[config.mk]
export PLATFORM = sky130hd
export DESIGN_NAME = i2c_target
export DESIGN_NICKNAME = d
export VERILOG_FILES = /design/src/rtl/i2c_target.sv
export SDC_FILE = /design/constraint.sdc
export NUM_CORES = 1
export LEC_CHECK = 0
export BUFFER_PORTS_ARGS = -buffer_cell sky130_fd_sc_hd__buf_4
export CORE_MARGIN = 3
export CORE_UTILIZATION = 40
export CTS_BUF_LIST = sky130_fd_sc_hd__clkbuf_4 sky130_fd_sc_hd__clkbuf_8
export CTS_CLUSTER_DIAMETER = 200
export CTS_CLUSTER_SIZE = 28
export DETAILED_ROUTE_END_ITERATION = 16
export PLACE_DENSITY = 0.63
export SLEW_MARGIN = 20
export SYNTH_ARGS = -nofsm -noshare
export SYNTH_HDL_FRONTEND = slang
export SYNTH_SLANG_ARGS = --single-unit
[constraint.sdc]
create_clock -name clk -period 2.75 [get_ports clk]
set_input_delay 0.1375 -clock clk [delete_from_list [all_inputs] [get_ports clk]]
set_output_delay 0.1375 -clock clk [all_outputs]
set_load 0.01 [all_outputs]
[src/rtl/i2c_target.sv]
// I2C target responder at a fixed 7-bit address.
// SCL/SDA are oversampled on clk through a synchronizer and a glitch filter.
// The SDA pad is open-drain: sda_oe=1 pulls the line low. There is no clock stretching.
module i2c_target #(
  parameter logic [6:0]  TARGET_ADDR = 7'h3c,
  parameter int unsigned FILT_LEN    = 3
) (
  input  logic       clk,
  input  logic       rst_low,
  input  logic       scl_in,
  input  logic       sda_in,
  output logic       sda_oe,
  output logic [7:0] rx_data,
  output logic       rx_valid,
  output logic       rx_first,
  input  logic [7:0] tx_data,
  output logic       tx_req,
  output logic       busy
);

  localparam int unsigned CNT_W  = (FILT_LEN > 1) ? $clog2(FILT_LEN) : 1;
  localparam int unsigned BCNT_W = 4;
  localparam int unsigned LINE_SCL = 0;
  localparam int unsigned LINE_SDA = 1;

  typedef enum logic [2:0] {
    ST_IDLE     = 3'd0,
    ST_ADDR     = 3'd1,
    ST_ADDR_ACK = 3'd2,
    ST_WR_DATA  = 3'd3,
    ST_WR_ACK   = 3'd4,
    ST_RD_DATA  = 3'd5,
    ST_RD_ACK   = 3'd6,
    ST_IGNORE   = 3'd7
  } state_e;

  // Progress inside a 9th (ACK) clock: wait for the fall that starts it,
  // wait for its rise, then wait for the fall that ends it.
  typedef enum logic [1:0] {
    PH_WAIT_FALL = 2'd0,
    PH_WAIT_RISE = 2'd1,
    PH_WAIT_END  = 2'd2
  } phase_e;

  // Input conditioning: index 0 is SCL, index 1 is SDA.
  logic [1:0]            sync1_q;
  logic [1:0]            sync2_q;
  logic [1:0]            filt_q;
  logic [1:0]            filt_prev_q;
  logic [1:0][CNT_W-1:0] fcnt_q;

  // Protocol state.
  state_e            state_q,    state_d;
  phase_e            phase_q,    phase_d;
  logic [BCNT_W-1:0] bit_cnt_q,  bit_cnt_d;
  logic [7:0]        shift_q,    shift_d;
  logic              rw_q,       rw_d;
  logic              first_q,    first_d;
  logic              oe_q,       oe_d;
  logic [7:0]        rx_data_q,  rx_data_d;
  logic              rx_valid_q, rx_valid_d;
  logic              rx_first_q, rx_first_d;
  logic              tx_req_q,   tx_req_d;
  logic              busy_q,     busy_d;

  // Edge and bus-condition strobes derived from the filtered lines.
  logic       scl_f;
  logic       sda_f;
  logic       scl_rise;
  logic       scl_fall;
  logic       start_det;
  logic       stop_det;
  logic [7:0] in_byte;
  logic       addr_hit;

  // Two-flop synchronizer followed by a level filter needing FILT_LEN equal samples.
  always_ff @(posedge clk or negedge rst_low) begin
    if (!rst_low) begin
      sync1_q     <= 2'b11;
      sync2_q     <= 2'b11;
      filt_q      <= 2'b11;
      filt_prev_q <= 2'b11;
      fcnt_q      <= '0;
    end else begin
      sync1_q     <= {sda_in, scl_in};
      sync2_q     <= sync1_q;
      filt_prev_q <= filt_q;
      for (int i = 0; i < 2; i++) begin
        if (sync2_q[i] == filt_q[i]) begin
          fcnt_q[i] <= '0;
        end else if (fcnt_q[i] == CNT_W'(FILT_LEN - 1)) begin
          filt_q[i] <= sync2_q[i];
          fcnt_q[i] <= '0;
        end else begin
          fcnt_q[i] <= fcnt_q[i] + CNT_W'(1);
        end
      end
    end
  end

  assign scl_f     = filt_q[LINE_SCL];
  assign sda_f     = filt_q[LINE_SDA];
  assign scl_rise  = scl_f & ~filt_prev_q[LINE_SCL];
  assign scl_fall  = ~scl_f & filt_prev_q[LINE_SCL];
  assign start_det = scl_f & filt_prev_q[LINE_SCL] & filt_prev_q[LINE_SDA] & ~sda_f;
  assign stop_det  = scl_f & filt_prev_q[LINE_SCL] & ~filt_prev_q[LINE_SDA] & sda_f;
  assign in_byte   = {shift_q[6:0], sda_f};
  // General call (address 0) is never acknowledged.
  assign addr_hit  = (in_byte[7:1] == TARGET_ADDR) && (in_byte[7:1] != 7'd0);

  // State and output registers.
  always_ff @(posedge clk or negedge rst_low) begin
    if (!rst_low) begin
      state_q    <= ST_IDLE;
      phase_q    <= PH_WAIT_FALL;
      bit_cnt_q  <= '0;
      shift_q    <= '0;
      rw_q       <= 1'b0;
      first_q    <= 1'b0;
      oe_q       <= 1'b0;
      rx_data_q  <= 8'h00;
      rx_valid_q <= 1'b0;
      rx_first_q <= 1'b0;
      tx_req_q   <= 1'b0;
      busy_q     <= 1'b0;
    end else begin
      state_q    <= state_d;
      phase_q    <= phase_d;
      bit_cnt_q  <= bit_cnt_d;
      shift_q    <= shift_d;
      rw_q       <= rw_d;
      first_q    <= first_d;
      oe_q       <= oe_d;
      rx_data_q  <= rx_data_d;
      rx_valid_q <= rx_valid_d;
      rx_first_q <= rx_first_d;
      tx_req_q   <= tx_req_d;
      busy_q     <= busy_d;
    end
  end

  // Next-state and output logic; START/STOP override every state.
  always_comb begin
    state_d    = state_q;
    phase_d    = phase_q;
    bit_cnt_d  = bit_cnt_q;
    shift_d    = shift_q;
    rw_d       = rw_q;
    first_d    = first_q;
    oe_d       = oe_q;
    rx_data_d  = rx_data_q;
    rx_valid_d = 1'b0;
    rx_first_d = 1'b0;
    tx_req_d   = 1'b0;
    busy_d     = busy_q;

    if (start_det) begin
      state_d   = ST_ADDR;
      phase_d   = PH_WAIT_FALL;
      bit_cnt_d = '0;
      oe_d      = 1'b0;
      busy_d    = 1'b0;
    end else if (stop_det) begin
      state_d   = ST_IDLE;
      phase_d   = PH_WAIT_FALL;
      bit_cnt_d = '0;
      oe_d      = 1'b0;
      busy_d    = 1'b0;
    end else begin
      case (state_q)
        ST_IDLE: begin
          oe_d = 1'b0;
        end

        ST_ADDR: begin
          if (scl_rise) begin
            shift_d   = in_byte;
            bit_cnt_d = bit_cnt_q + BCNT_W'(1);
            if (bit_cnt_q == BCNT_W'(7)) begin
              bit_cnt_d = '0;
              phase_d   = PH_WAIT_FALL;
              if (addr_hit) begin
                state_d = ST_ADDR_ACK;
                busy_d  = 1'b1;
                rw_d    = in_byte[0];
              end else begin
                state_d = ST_IGNORE;
              end
            end
          end
        end

        ST_ADDR_ACK, ST_WR_ACK: begin
          case (phase_q)
            PH_WAIT_FALL: begin
              if (scl_fall) begin
                oe_d    = 1'b1;
                phase_d = PH_WAIT_RISE;
              end
            end
            PH_WAIT_RISE: begin
              if (scl_rise) begin
                phase_d = PH_WAIT_END;
                if (state_q == ST_ADDR_ACK && rw_q) begin
                  tx_req_d = 1'b1;
                end
              end
            end
            default: begin
              if (scl_fall) begin
                phase_d   = PH_WAIT_FALL;
                bit_cnt_d = '0;
                if (state_q == ST_ADDR_ACK && rw_q) begin
                  // First read byte: load and drive its MSB on this fall.
                  shift_d = tx_data;
                  oe_d    = ~tx_data[7];
                  state_d = ST_RD_DATA;
                end else begin
                  oe_d    = 1'b0;
                  state_d = ST_WR_DATA;
                  if (state_q == ST_ADDR_ACK) begin
                    first_d = 1'b1;
                  end
                end
              end
            end
          endcase
        end

        ST_WR_DATA: begin
          if (scl_rise) begin
            shift_d   = in_byte;
            bit_cnt_d = bit_cnt_q + BCNT_W'(1);
            if (bit_cnt_q == BCNT_W'(7)) begin
              bit_cnt_d  = '0;
              rx_data_d  = in_byte;
              rx_valid_d = 1'b1;
              rx_first_d = first_q;
              first_d    = 1'b0;
              phase_d    = PH_WAIT_FALL;
              state_d    = ST_WR_ACK;
            end
          end
        end

        ST_RD_DATA: begin
          if (scl_rise) begin
            bit_cnt_d = bit_cnt_q + BCNT_W'(1);
          end else if (scl_fall) begin
            if (bit_cnt_q == BCNT_W'(8)) begin
              // All 8 bits clocked out: release for the master's ACK bit.
              oe_d      = 1'b0;
              bit_cnt_d = '0;
              phase_d   = PH_WAIT_RISE;
              state_d   = ST_RD_ACK;
            end else begin
              oe_d    = ~shift_q[6];
              shift_d = {shift_q[6:0], 1'b0};
            end
          end
        end

        ST_RD_ACK: begin
          if (phase_q == PH_WAIT_RISE) begin
            if (scl_rise) begin
              if (!sda_f) begin
                tx_req_d = 1'b1;
                phase_d  = PH_WAIT_END;
              end else begin
                state_d = ST_IGNORE;
              end
            end
          end else if (scl_fall) begin
            shift_d   = tx_data;
            oe_d      = ~tx_data[7];
            bit_cnt_d = '0;
            phase_d   = PH_WAIT_FALL;
            state_d   = ST_RD_DATA;
          end
        end

        ST_IGNORE: begin
          oe_d = 1'b0;
        end

        default: begin
          state_d = ST_IDLE;
          oe_d    = 1'b0;
        end
      endcase
    end
  end

  assign sda_oe   = oe_q;
  assign rx_data  = rx_data_q;
  assign rx_valid = rx_valid_q;
  assign rx_first = rx_first_q;
  assign tx_req   = tx_req_q;
  assign busy     = busy_q;

endmodule

### Word level (Yosys, flattened, before mapping)

Cells that the tools add are included.

| operators by class | value |
|---|---|
| bitwise logic cells | 17 |
| reduce and logical (&&, ||, !) cells | 29 |
| multiplexer cells | 102 |
| equal/unequal tests | 50 |
| $add $sub $neg | 3 |

Operator list:

| kind | number |
|---|---|
| $mux 7 | 9 |
| $mux 3 | 17 |
| $ne 4x4->1 const B | 12 |
| $mux 1 | 40 |
| $mux 4 | 10 |
| $ne 5x5->1 const B | 8 |
| $mux 2 | 17 |
| $pmux 7 s4 | 1 |
| $ne 2x2->1 const B | 12 |
| $pmux 4 s4 | 1 |
| $pmux 3 s5 | 1 |
| $reduce_bool 7->1 | 2 |
| $reduce_and 13->1 | 1 |
| $eq 3x3->1 const B | 4 |
| $reduce_and 12->1 | 1 |
| $reduce_and 6->1 | 2 |
| $reduce_bool 3->1 | 4 |
| $reduce_bool 6->1 | 2 |
| $not 1->1 | 10 |
| $reduce_and 10->1 | 1 |
| $reduce_and 9->1 | 1 |
| $ne 4x1->1 const B | 2 |
| $pmux 2 s4 | 1 |
| $reduce_or 2->1 | 4 |
| 24 further kinds | 38 |

| storage, ports and cells | value |
|---|---|
| bits in registers | 43 |
| output and inout port bits | 13 |

### Logic depth before layout (Yosys ltp)

| logic depth | value |
|---|---|
| word-level depth | 8 |
| mapped depth | 8 |
| gate-level depth less buffers | 7 |

### Worst setup path after synthesis

OpenSTA, ideal clock, no wires.

| path | value |
|---|---|
| path kind | register -> register |
| start point | register filt_q[0] |
| end point | register shift_q[0] |
| cell stages (with the launch flop) | 8 |
| period minus slack after synthesis | 2.070 ns |
| setup time | 0.125 ns |
| path buffers | 1 |
| data arrival time | 1.945 ns |
| path slack | 0.680 ns |
| path through | dfstp_2 > inv_1 > ha_1 > buf_2 > a311oi_1 > a21oi_1 > o2111ai_2 > mux2_2 |

| between the ends | value |
|---|---|
| cells in the longest elaborated chain, start to end | 5 |

RTL lines:

| what | RTL line | text |
|---|---|---|
| from (decl) | 48 | `logic [1:0] filt_q;` |
| from (signal, indexed assignment) | 92 | `filt_q[i] <= sync2_q[i];` |
| $and 1x1->1 | 105, 106 |  |
| $and 1x1->1 (on tied branches) (2 in a row) | 106, 105 |  |
| $not 1->1 (no source line) | -- |  |
| $reduce_and 12->1 (no source line) (*) | -- |  |
| to (signal assigned) | 130 | `shift_q <= shift_d;` |
| to (decl) | 56 | `logic [7:0] shift_q, shift_d;` |

Every way passes the cells marked *; elsewhere a longest branch is shown, timed or not.
A chain may end at the register's enable or synchronous reset.

### Final worst setup path

| path | value |
|---|---|
| start point | register filt_q[0] |
| end point | register state_q[0] |

| between the ends | value |
|---|---|
| cells in the longest elaborated chain, start to end | 5 |

RTL lines:

| what | RTL line | text |
|---|---|---|
| $and 1x1->1 | 105, 106 |  |
| $and 1x1->1 (on tied branches) (2 in a row) | 105, 106 |  |
| $ne 5x5->1 (no source line) (tied with other cells) | -- |  |
| $reduce_and 13->1 (no source line) / $mux 3 (equally long branches) | -- |  |
| to (signal assigned) | 127 | `state_q <= state_d;` |
| to (decl) | 53 | `state_e state_q, state_d;` |

Several ways; a longest one is shown, not always the timed one.

==> results.yml <==
timing:
  setup_violations: 0
  hold_viol_final: 0
  maxSlewHeadroom_pct: 63.10
  period_needed_ns: 2.328
  fmax_mhz: 429.5
  tns_ns: 0
  fin_crit_sh_pct: 84.67
  worstMarginPinSlew_ns: 0.5535
  clock_skew_ns: 0.005972
  maxSlewViolCount: 0
  rsz0062_at_grt: "no"
floorplanning:
  io-pin-count: 25
  start_util_pct: 42.35
  die_area_sq_um: 6975
  die_y_um: 83.52
  rows: 27
  core_sq_um: 5675
  fp.dieW_um: 83.52
global_routing:
  grt_usage_pct: 14.64
  grt_pass1_wl_um: 8645
  grt_pass1_vias: 1813
  grt_max_degree: 44
  antenna_found_initial: 0
  overflow: 0
clock_tree:
  cts_root_buf: "clkbuf_8"
  clk_pin_slew_ns: 0.09
  cts_tree: "yes"
  cts_setup_buffers: 0
  cts.sinks: 43
  cts_buffers: 5
  cts_resized: 0
  clock_latency_ns: 0.29
  cts-htree-levels: 2
  cts_max_path_buffers: 2
logic_synthesis:
  yosysWarnings: 0
  synth-async-reset-ratio_pct: 100.0
  synthTopCellsByArea: "dfrtp_1 (36%), mux2_2 (9.8%), dfstp_2 (8.7%)"
  synth_edf_count: 0
  dominantRegCellSynth: "dfrtp_1"
  synthCells: 229
  synth_top_area_cell: "dfrtp_1"
  synth-seq-cells: 43
  ys_types: 61
  synth_area_sq_um: 2404
  avgSynthCellArea_sq_um: 10.50
  synth_nets: 246
  ys_seq_area_share_pct: 45.18
  synth_top_area_share_pct: 36.44
worst_setup_path:
  critPathKind: "flip-flop to flip-flop"
  critPathCaptureType: "flip-flop"
  cp-start-kind: "flip-flop"
  r2r_end: "state_q[0]"
  path_cells: "ha_1 -> nand2_1 -> a32o_2 -> a2111oi_4 -> a21oi_2 -> mux2_4"
  worstRegToRegCells: 6
  arrival_ns: 2.51
  crit_family: "compound AO/OA/AOI/OAI gates"
  path_buf_inv: 0
  r2r_slack_ns: 0.42
  cpMaxStageDelayCell: "dfstp_2"
  cp_max_fo: 9
  r2r_start: "filt_q[0]"
  cpPeakStageDelay_ns: 0.58
  cp_data_required_time_ns: 2.93
drt:
  drt_iter0_drc: 102
  via_per_inst: 5.518
  ant_nets: 0
  drtPass1Iterations: 4
  wl_per_cell_um: 15.22
  drt_wl_total_um: 4991
  vias: 1810
  drc: 0
hold_path:
  worst_hold_path.endpoint: "shift_q[1]"
  hp-class: "primary input to flip-flop"
  whs_path_depth: 3
  worstHoldStart: "tx_data[1]"
layout:
  regArea_sq_um: 1086
  final_core_util_pct: 49.27
  multi_input_area_sq_um: 1195
  area_delta_synth_final_pct: 16.35
  insertedDiodeCount: 0
  drive_gt1_share_pct: 30.08
  fill_cells: 530
  fin_nets: 272
pwr:
  finalPower_mw: 3.124
  p_per_area_nw_per_um2: 1117
  p_leak_nw: 1.270
  vdd_drop_max_uv: 463.8
status:
  status: "finished clean"
placed_design:
  port_buffers: 24
  gp_congestion: 0.8633
  dpl.hpwl_um: 3511
run:
  cap_violations: 0
==> sequential cells by signal, indices dropped and copies added (netlist names) <==
| name | flops |
|---|---|
| first_q | 1 |
| busy | 1 |
| shift_q | 7 |
| filt_prev_q | 2 |
| sync1_q | 2 |
| bit_cnt_q | 4 |
| sync2_q | 2 |
| sda_oe | 1 |
| rx_valid | 1 |
| phase_q | 2 |
| filt_q | 2 |
| rx_first | 1 |
| state_q | 3 |
| fcnt_q | 4 |
| rx_data | 8 |
| rw_q | 1 |
| tx_req | 1 |
==> per-stage QoR <==
step                      worst slack [ns]  instance area [sq um]  instances  hold slack [ns]
final                               0.4216                   2796        328           0.1996
after global routing                0.2742                   2796        328           0.2016
after CTS                           0.4476                   2796        328           0.1978
after detailed placement            0.4561                   2630        317           0.1549
after global placement              0.5078                   2630        317           0.1590
after floorplan                     0.6805                   2404        229          -0.1581
==> cell families after synthesis <==
| logic type | Yosys count | synth area share (%) |
|---|---|---|
| DFF | 43 | 45.18 |
| AOI/OAI and AO/OA | 55 | 17.39 |
| xor gates and xnor gates | 3 | 1.093 |
| and+or+nand+nor | 75 | 17.34 |
| buffers and inverters | 24 | 5.101 |
| adders and majority gates | 5 | 2.603 |
| muxes | 24 | 11.30 |
==> worst min-delay path, cell delays in order <==
cell	delay, ns
buf_4	0.07
mux2_2	0.12
mux2_2	0.13
==> cell usage in the layout (no fill, tap or decap), types with 2 or more instances in the layout <==
cell and count:
a31oi_1 3, a211oi_1 3, nor2b_1 3, and2_1 4, o21a_1 3, nand3b_1 3
nor2_1 11, a2bb2oi_1 2, a31o_2 2, xnor2_1 2, nor3_1 11, o21ai_0 5
mux2_2 21, nand3_1 3, bufinv_16 2, a21o_1 2, buf_4 29, clkbuf_8 5
o22ai_1 2, mux2i_1 2, o211ai_1 2, nand4_1 3, dfstp_2 8, ha_1 5
nand2b_1 8, nand2_1 17, a22o_1 4, a21oi_1 12, dfrtp_1 35, dlygate4sd3_1 3
inv_1 11
==> what timing repair did <==
| action | 4_1_cts | 5_1_grt |
|---|---|---|
| endpoints found under the hold margin | 37 | 0 |
| setup endpoints to repair | 0 | 0 |
| hold buffers | 3 | 0 |
==> synth_stat cells (4+ instances only) <==
cell and n:
dfrtp_1 35, mux2_2 21, nand2_1 17, a21oi_1 12
inv_1 11, nor2_1 11, nor3_1 11, dfstp_2 8
nand2b_1 8, buf_2 5, ha_1 5, o21ai_0 5
a22o_1 4, and2_1 4
==> metal layers <==
metal,wire length [um],GRT usage [%],vias to the layer above
met1,2449,21.97,864
met2,2218,21.57,57
met5,0,0,-
met4,34,4.240,0
li1,-,-,885
met3,289,2.567,4
==> area by class of cell <==
type | count | area share (%)
Multi-Input combinational cell | 162 | 42.73
Timing Repair Buffer | 32 | 8.859
Inverter | 11 | 1.477
Clock inverter | 3 | 2.416
Sequential cell | 43 | 38.84
Tap cell | 72 | 3.221
Clock buffer | 5 | 2.461
==> power breakdown <==
part           internal (mW)  total [mW]  switching [mW]  leakage (nW)
Combinational          0.707        1.47           0.764         0.666
Clock                  0.362       0.585           0.223        0.0644
Sequential             0.823        1.07           0.246         0.540
==> worst max path at each step <==
stage          startpoint    endpoint  slack [ns]  cells past startpoint
2_1_floorplan   filt_q[0]  shift_q[0]        0.68                      7
3_3_place_gp    filt_q[0]  shift_q[3]        0.51                      6
3_5_place_dp    filt_q[0]  state_q[0]        0.46                      6
4_1_cts         filt_q[0]  state_q[0]        0.45                      6
5_1_grt         filt_q[0]  state_q[0]        0.27                      6
6_report        filt_q[0]  state_q[0]        0.42                      6
Power figures use the tool's default switching activity.
